File: config.mk
export PLATFORM = sky130hd
export DESIGN_NAME = rob_commit
export DESIGN_NICKNAME = d
export VERILOG_FILES = /design/src/rtl/rob_commit.sv
export SDC_FILE = /design/constraint.sdc
export NUM_CORES = 2
export LEC_CHECK = 0
export CAP_MARGIN = 40
export CORE_ASPECT_RATIO = 1.4
export CORE_MARGIN = 5
export CORE_UTILIZATION = 45
export DETAILED_ROUTE_END_ITERATION = 6
export SYNTH_ARGS = -nofsm -noshare
export SYNTH_HDL_FRONTEND = slang
export SYNTH_SLANG_ARGS = --single-unit
File: constraint.sdc
create_clock -name clk -period 4.3 [get_ports clk]
set_input_delay 0.645 -clock clk [delete_from_list [all_inputs] [get_ports clk]]
set_output_delay 0.645 -clock clk [all_outputs]
set_load 0.03 [all_outputs]
File: src/rtl/rob_commit.sv
// rob_commit: in-order reorder buffer with commit and branch-mispredict flush.
//
// Entries are addressed by tag 1..2^ROB_ID_W-1. Tag 0 means "no rename" and is
// never allocated. Allocation is made at the tail. Writebacks are accepted out of
// order. Commits leave strictly from the head, at most one per cycle.
//
// Committing an entry that carries a mispredict runs a short flush sequence:
// IDLE -> DRAIN -> ROLLBACK -> IDLE.
//   DRAIN    : the branch's own commit pulse is on the outputs.
//   ROLLBACK : rollback_signal/rollback_pc redirect the front end.
//
// Ports:
//   clk, rst            clock; asynchronous active-low reset
//   rdy                 global enable; low freezes every register
//   alloc_valid/alloc_rd        allocation request (rd 0 = no destination)
//   alloc_tag, rob_full         tag granted this cycle; allocation blocked
//   wb_valid/wb_tag/wb_value/wb_mispredict/wb_target_pc   result bus
//   qry1_tag/qry2_tag -> qryN_ready/qryN_value            operand lookup
//   rob_has_res, result_from_rob, regidx_from_rob, regalias_from_rob  commit
//   rollback_signal, rollback_pc                          flush redirect
//
// Optional feature (macro ROB_PERF_EN): adds commit_count and flush_count
// performance counters. They freeze while rdy is low.

module rob_commit #(
    parameter int ROB_ID_W = 4
) (
    input  logic                clk,
    input  logic                rst,
    input  logic                rdy,

    input  logic                alloc_valid,
    input  logic [4:0]          alloc_rd,
    output logic [ROB_ID_W-1:0] alloc_tag,
    output logic                rob_full,

    input  logic                wb_valid,
    input  logic [ROB_ID_W-1:0] wb_tag,
    input  logic [31:0]         wb_value,
    input  logic                wb_mispredict,
    input  logic [31:0]         wb_target_pc,

    input  logic [ROB_ID_W-1:0] qry1_tag,
    input  logic [ROB_ID_W-1:0] qry2_tag,
    output logic                qry1_ready,
    output logic [31:0]         qry1_value,
    output logic                qry2_ready,
    output logic [31:0]         qry2_value,

    output logic                rob_has_res,
    output logic [31:0]         result_from_rob,
    output logic [4:0]          regidx_from_rob,
    output logic [ROB_ID_W-1:0] regalias_from_rob,

    output logic                rollback_signal,
    output logic [31:0]         rollback_pc
`ifdef ROB_PERF_EN
    ,
    output logic [31:0]         commit_count,
    output logic [31:0]         flush_count
`endif
);

    localparam int DEPTH = 2 ** ROB_ID_W;
    // The highest tag is all ones, and it also equals the number of entries.
    localparam logic [ROB_ID_W-1:0] LAST_TAG = '1;
    localparam logic [ROB_ID_W-1:0] ONE_TAG  = ROB_ID_W'(1);

    typedef enum logic [1:0] {
        IDLE,
        DRAIN,
        ROLLBACK
    } flush_state_t;

    flush_state_t flush_state;

    logic [DEPTH-1:0]    busy;
    logic [DEPTH-1:0]    ready;
    logic [DEPTH-1:0]    mispredict;
    logic [4:0]          rd_q     [DEPTH];
    logic [31:0]         value_q  [DEPTH];
    logic [31:0]         target_q [DEPTH];

    logic [ROB_ID_W-1:0] head;
    logic [ROB_ID_W-1:0] tail;
    logic [ROB_ID_W-1:0] count;
    logic [31:0]         flush_pc;

    logic idle;
    logic alloc_fire;
    logic wb_fire;
    logic commit_fire;
    logic commit_flush;

    // Tags step k -> k+1 and wrap from the last tag back to 1, never to 0.
    function automatic logic [ROB_ID_W-1:0] next_tag(input logic [ROB_ID_W-1:0] t);
        return (t == LAST_TAG) ? ONE_TAG : t + ONE_TAG;
    endfunction

    assign idle         = (flush_state == IDLE);
    assign rob_full     = (count == LAST_TAG) || !idle;
    assign alloc_tag    = tail;
    assign alloc_fire   = alloc_valid && !rob_full && rdy;
    assign wb_fire      = wb_valid && rdy && idle && (wb_tag != '0) && busy[wb_tag];
    // ready is registered, so an entry can commit no earlier than the cycle after its writeback.
    assign commit_fire  = rdy && idle && busy[head] && ready[head];
    assign commit_flush = commit_fire && mispredict[head];

    // Operand lookup: a stored result wins. Otherwise a matching result on the bus this cycle is forwarded.
    always_comb begin
        qry1_ready = 1'b0;
        qry1_value = '0;
        if (qry1_tag != '0 && busy[qry1_tag] && ready[qry1_tag]) begin
            qry1_ready = 1'b1;
            qry1_value = value_q[qry1_tag];
        end else if (qry1_tag != '0 && wb_valid && wb_tag == qry1_tag && busy[qry1_tag]) begin
            qry1_ready = 1'b1;
            qry1_value = wb_value;
        end
    end

    always_comb begin
        qry2_ready = 1'b0;
        qry2_value = '0;
        if (qry2_tag != '0 && busy[qry2_tag] && ready[qry2_tag]) begin
            qry2_ready = 1'b1;
            qry2_value = value_q[qry2_tag];
        end else if (qry2_tag != '0 && wb_valid && wb_tag == qry2_tag && busy[qry2_tag]) begin
            qry2_ready = 1'b1;
            qry2_value = wb_value;
        end
    end

    always_ff @(posedge clk or negedge rst) begin
        if (!rst) begin
            flush_state       <= IDLE;
            busy              <= '0;
            ready             <= '0;
            mispredict        <= '0;
            for (int i = 0; i < DEPTH; i++) begin
                rd_q[i]     <= '0;
                value_q[i]  <= '0;
                target_q[i] <= '0;
            end
            head              <= ONE_TAG;
            tail              <= ONE_TAG;
            count             <= '0;
            flush_pc          <= '0;
            rob_has_res       <= 1'b0;
            result_from_rob   <= '0;
            regidx_from_rob   <= '0;
            regalias_from_rob <= '0;
            rollback_signal   <= 1'b0;
            rollback_pc       <= '0;
        end else if (rdy) begin
            rob_has_res     <= commit_fire;
            rollback_signal <= (flush_state == DRAIN);
            if (commit_fire) begin
                result_from_rob   <= value_q[head];
                regidx_from_rob   <= rd_q[head];
                regalias_from_rob <= head;
            end

            case (flush_state)
                IDLE: begin
                    if (commit_flush) begin
                        // Everything younger than the branch is discarded. Same-cycle
                        // allocation and writeback are dropped along with it.
                        busy        <= '0;
                        ready       <= '0;
                        head        <= next_tag(head);
                        tail        <= next_tag(head);
                        count       <= '0;
                        flush_pc    <= target_q[head];
                        flush_state <= DRAIN;
                    end else begin
                        if (alloc_fire) begin
                            busy[tail]       <= 1'b1;
                            ready[tail]      <= 1'b0;
                            mispredict[tail] <= 1'b0;
                            rd_q[tail]       <= alloc_rd;
                            tail             <= next_tag(tail);
                        end
                        if (wb_fire) begin
                            ready[wb_tag]      <= 1'b1;
                            value_q[wb_tag]    <= wb_value;
                            mispredict[wb_tag] <= wb_mispredict;
                            target_q[wb_tag]   <= wb_target_pc;
                        end
                        if (commit_fire) begin
                            busy[head]  <= 1'b0;
                            ready[head] <= 1'b0;
                            head        <= next_tag(head);
                        end
                        if (alloc_fire && !commit_fire) begin
                            count <= count + ONE_TAG;
                        end else if (!alloc_fire && commit_fire) begin
                            count <= count - ONE_TAG;
                        end
                    end
                end
                DRAIN: begin
                    rollback_pc <= flush_pc;
                    flush_state <= ROLLBACK;
                end
                default: begin
                    flush_state <= IDLE;
                end
            endcase
        end
    end

`ifdef ROB_PERF_EN
    always_ff @(posedge clk or negedge rst) begin
        if (!rst) begin
            commit_count <= '0;
            flush_count  <= '0;
        end else if (rdy) begin
            if (rob_has_res) begin
                commit_count <= commit_count + 32'd1;
            end
            if (rollback_signal) begin
                flush_count <= flush_count + 32'd1;
            end
        end
    end
`endif

endmodule

==> results.md <==
- Outcome: finished, final reports clean
- Max Clock Freq: between 200 and 250 MHz
- Detailed placement HPWL: 109000 um
- Final-report setup violation count: 0
- Clock tree root driver cell: sky130_fd_sc_hd__clkbuf_16
- Ys flop type: sky130_fd_sc_hd__dfrtp_1
- Final cycle utilization of the critical path: 0.977
- Clock input transition at the sequential cells of the worst setup and hold paths: about 60 ps
- Num Clock Sinks: 1273
- Pin count of the biggest net entering global routing: about 120
- Count of cell types in the netlist: 50
- DRT antenna net count: 0
- Ratio of cells with drive above 1 in the final layout: 0.400
- Leading area contributor after synthesis: sky130_fd_sc_hd__dfrtp_1
- Number of nets in the layout: between 4000 and 5000
- Mean Syn Cell Area: 16.0 um^2
- Floorplan Core Area: 0.145 mm^2
- Total area of multi-input combinational cells: roughly 0.031 mm^2
- Required @ worst endpoint: 3650 ps
- First-pass detailed-route iteration total: 6
- Fraction of post-synthesis cell area in the top cell type by area: 0.486
- Ranking of synthesized cells by area: sky130_fd_sc_hd__dfrtp_1 49%, sky130_fd_sc_hd__mux4_2 24%, sky130_fd_sc_hd__mux2_2 10%, sky130_fd_sc_hd__mux2_1 9.8%, sky130_fd_sc_hd__clkbuf_1 1.3%
- Std cell rows: around 170
- Number of nets in the synthesized netlist: ~4200
- Warnings, synthesis: 0
- Number of antenna violations at the first check in global routing: 16
- Overall die height: 461 um
- Area delta synth->final: 13.7%
- Start point of the critical path: ready[13]
- Clock tree from TritonCTS: done
- Startpoint of the lowest-slack register-to-register path: head[0]
- Setup repair after global routing missed its margin: no
- Final setup skew: 31.1 ps
- Switching power summed over all nets: roughly 5.6 mW
- Reported leakage power: between 30 and 40 nW
- Post-Route Utilization: 0.515
- Global Route Usage Sum: 0.239
- Via density per instance: a little over 6
- FF-to-FF setup slack: roughly 490 ps
- Worst setup SP type: flip-flop
- P_int: 19.3 mW
- Setup TNS: 0 ps
- Filler cell count in the final layout: roughly 12000
- TritonCTS Buffers: between 100 and 150
- Most common cell in the synthesized netlist: sky130_fd_sc_hd__dfrtp_1
- Horizontal die dimension: 332 um
- Least-Margin Pin Slew: a little over 900 ps
- Vias in the first global route: between 40000 and 50000
- Routed wirelength normalized by instance count: 29.2 um
- EDFF count, synth: 0
- Flop pwr share: 0.481
- DRC viols: 0
- Shortest clock period the worst path allows after layout: 4200 ps
- Sw Ratio: 0.226
- Hold violation count in the final report: 0
- Register area share after synthesis: 0.486
- Worst hold path type: flip-flop to flip-flop
- Synthesis-stage register bit count: ~1300
- Via Count: around 38000
- R2R cell count: 8
- Maximum clock path buffer count: 3
- Non-filler instance count after layout: a little over 6000
- Worst setup path class: flip-flop to output port
- Combinational cell fraction of total power: 0.036
- Capture point of the worst reg-to-reg path: target_q[104]
- Critical-path maximum fanout: 27
- H-Tree Depth: 4
- Starting density of the core: 0.453
- Wire length of the first global-routing pass: around 270000 um
- Number of max-cap violations: 0
- Worst-case headroom to the max-slew limit: 0.380
- Initial drt markers: 2639
- Total Die Area: approximately 0.15 mm^2
- Clk_lat worst skew: 790 ps
- Post-Synthesis Cell Area: approximately 0.065 mm^2
- Total I/O pin count: approximately 230
- Critical Path AT: approximately 3600 ps
- Area taken by flip-flops and latches: 0.0319 mm^2
- Final number of max-transition violations: 0
- Largest voltage drop on the vdd net: about 0.29 mV
- Pwr/cell area: approximately 330 mW/mm^2
- Routability congestion estimate from global placement: ~0.85
- Detailed Route WL: around 180000 um
- Syn Inst Count: ~4000
- Number of I/O port buffers: 232
- Worst setup endpoint: qry1_value[11]
- Category of the worst setup path capture point: output port
- Fraction of power consumed by the clock network: 0.483
- Ys async rst share: 1.00
- Commonest cells in the netlist: 1271 x sky130_fd_sc_hd__dfrtp_1, 688 x sky130_fd_sc_hd__mux4_2, 582 x sky130_fd_sc_hd__mux2_2, 568 x sky130_fd_sc_hd__mux2_1, 227 x sky130_fd_sc_hd__clkbuf_1
- Overall overflow remaining after global route: 0
- Placed insts: approximately 5900
[flip-flops by register name, summed over array words and instances (netlist names)]
signal             count
flush_pc              32
rollback_signal        1
ready                 16
regalias_from_rob      4
rob_has_res            1
result_from_rob       32
busy                  16
count                  4
alloc_tag              4
mispredict            16
value_q              512
rd_q                  80
head                   4
target_q             512
regidx_from_rob        5
rollback_pc           32
flush_state            2
[cells in the final DEF (no fill, tap or decap), types with 4 or more instances in the layout]
| cell type | count |
|---|---|
| sky130_fd_sc_hd__buf_4 | 112 |
| sky130_fd_sc_hd__nand3_1 | 17 |
| sky130_fd_sc_hd__buf_16 | 7 |
| sky130_fd_sc_hd__xnor2_1 | 5 |
| sky130_fd_sc_hd__buf_12 | 66 |
| sky130_fd_sc_hd__clkdlybuf4s50_1 | 168 |
| sky130_fd_sc_hd__nand2b_1 | 4 |
| sky130_fd_sc_hd__mux2_2 | 582 |
| sky130_fd_sc_hd__and3_1 | 18 |
| sky130_fd_sc_hd__nand2_4 | 13 |
| sky130_fd_sc_hd__xor2_1 | 7 |
| sky130_fd_sc_hd__nand2_1 | 114 |
| sky130_fd_sc_hd__mux4_2 | 688 |
| sky130_fd_sc_hd__nor4_1 | 5 |
| sky130_fd_sc_hd__o21ai_0 | 97 |
| sky130_fd_sc_hd__a21oi_1 | 15 |
| sky130_fd_sc_hd__dfrtp_1 | 1268 |
| sky130_fd_sc_hd__nor3b_1 | 5 |
| sky130_fd_sc_hd__o2bb2ai_1 | 14 |
| sky130_fd_sc_hd__mux2_1 | 568 |
| sky130_fd_sc_hd__o211a_1 | 12 |
| sky130_fd_sc_hd__clkbuf_1 | 32 |
| sky130_fd_sc_hd__inv_1 | 81 |
| sky130_fd_sc_hd__nor2_1 | 41 |
| sky130_fd_sc_hd__dlymetal6s2s_1 | 5 |
| sky130_fd_sc_hd__mux2i_1 | 17 |
| sky130_fd_sc_hd__diode_2 | 5 |
| sky130_fd_sc_hd__ha_1 | 10 |
| sky130_fd_sc_hd__clkbuf_8 | 27 |
| sky130_fd_sc_hd__a22oi_1 | 6 |
| sky130_fd_sc_hd__nor2b_1 | 11 |
| sky130_fd_sc_hd__bufinv_16 | 11 |
| sky130_fd_sc_hd__clkinv_2 | 20 |
| sky130_fd_sc_hd__clkbuf_16 | 138 |
| sky130_fd_sc_hd__nor3_1 | 7 |
| sky130_fd_sc_hd__a21o_1 | 5 |
| sky130_fd_sc_hd__inv_6 | 7 |
[routing by layer]
| metal | vias up | global-route usage | share of wire |
|---|---|---|---|
| met3 | 271 | 0.0503 | 0.056 |
| met1 | 20684 | 0.316 | 0.42 |
| li1 | 15762 | - | - |
| met2 | 1018 | 0.401 | 0.50 |
| met5 | - | 0 | 0.00042 |
| met4 | 12 | 0.0704 | 0.028 |
[power by group through the flow]
stage          registers [mW]  logic (mW)  clock network (mW)
2_1_floorplan            12.2       0.342                   0
3_3_place_gp             12.2       0.919                   0
3_5_place_dp             12.2       0.923                   0
4_1_cts                  12.0       0.925                12.3
5_1_grt                  12.0       0.989                12.8
6_report                 12.0       0.897                12.0
[per-stage QoR]
stage | worst slack, ps | hold slack (ps) | power [mW] | area, um^2
floorplan | 831 | 349 | 12.5 | 65500
global placement | 147 | 360 | 13.1 | 69700
detailed placement | 155 | 363 | 13.1 | 69900
CTS | 53.7 | 377 | 25.2 | 74400
global route | 3.62 | 381 | 25.8 | 74500
finish | 99.8 | 372 | 24.9 | 74500
[worst min-delay path by stage]
stage             startpoint            end  slack [ps]  depth (start not counted)
2_1_floorplan            rst   alloc_tag[1]         350                          0
3_3_place_gp   target_q[485]  target_q[485]         360                          0
3_5_place_dp   target_q[480]  target_q[480]         360                          0
4_1_cts        target_q[483]  target_q[483]         380                          0
5_1_grt        target_q[498]  target_q[498]         380                          0
6_report       target_q[496]  target_q[496]         370                          0
[timing repair]
item,CTS,global route
setup buffers,0,0
setup endpoints to repair,0,5
gates resized for setup,0,5
hold endpoints to repair,76,0
hold buffers,1,0
[critical path, cell delays in order (launching register included)]
cell and delay, ps:
sky130_fd_sc_hd__dfrtp_1 430, sky130_fd_sc_hd__mux4_2 480, sky130_fd_sc_hd__mux2_2 330, sky130_fd_sc_hd__nor3b_1 200, sky130_fd_sc_hd__o21a_2 190, sky130_fd_sc_hd__buf_12 220, sky130_fd_sc_hd__nand2_1 80, sky130_fd_sc_hd__o21ai_0 110
sky130_fd_sc_hd__clkdlybuf4s50_1 700
[final cells by class]
type	instances	area share
Sequential cell	1273	0.428
Tap cell	1920	0.0323
Clock buffer	197	0.0530
Timing Repair Buffer	365	0.0560
Antenna cell	5	0.000168
Multi-Input combinational cell	2295	0.419
Inverter	81	0.00408
Clock inverter	45	0.00768
[logic make-up after synthesis]
kind of cell,after synthesis,synth area share
mux,1855,0.437
flops,1273,0.486
simple gates,250,0.0173
fa+ha+maj,11,0.00222
xor+xnor,12,0.00160
buf+inv,520,0.0396
compound gates,167,0.0158
Note: power is estimated with default switching activity, not from simulation.
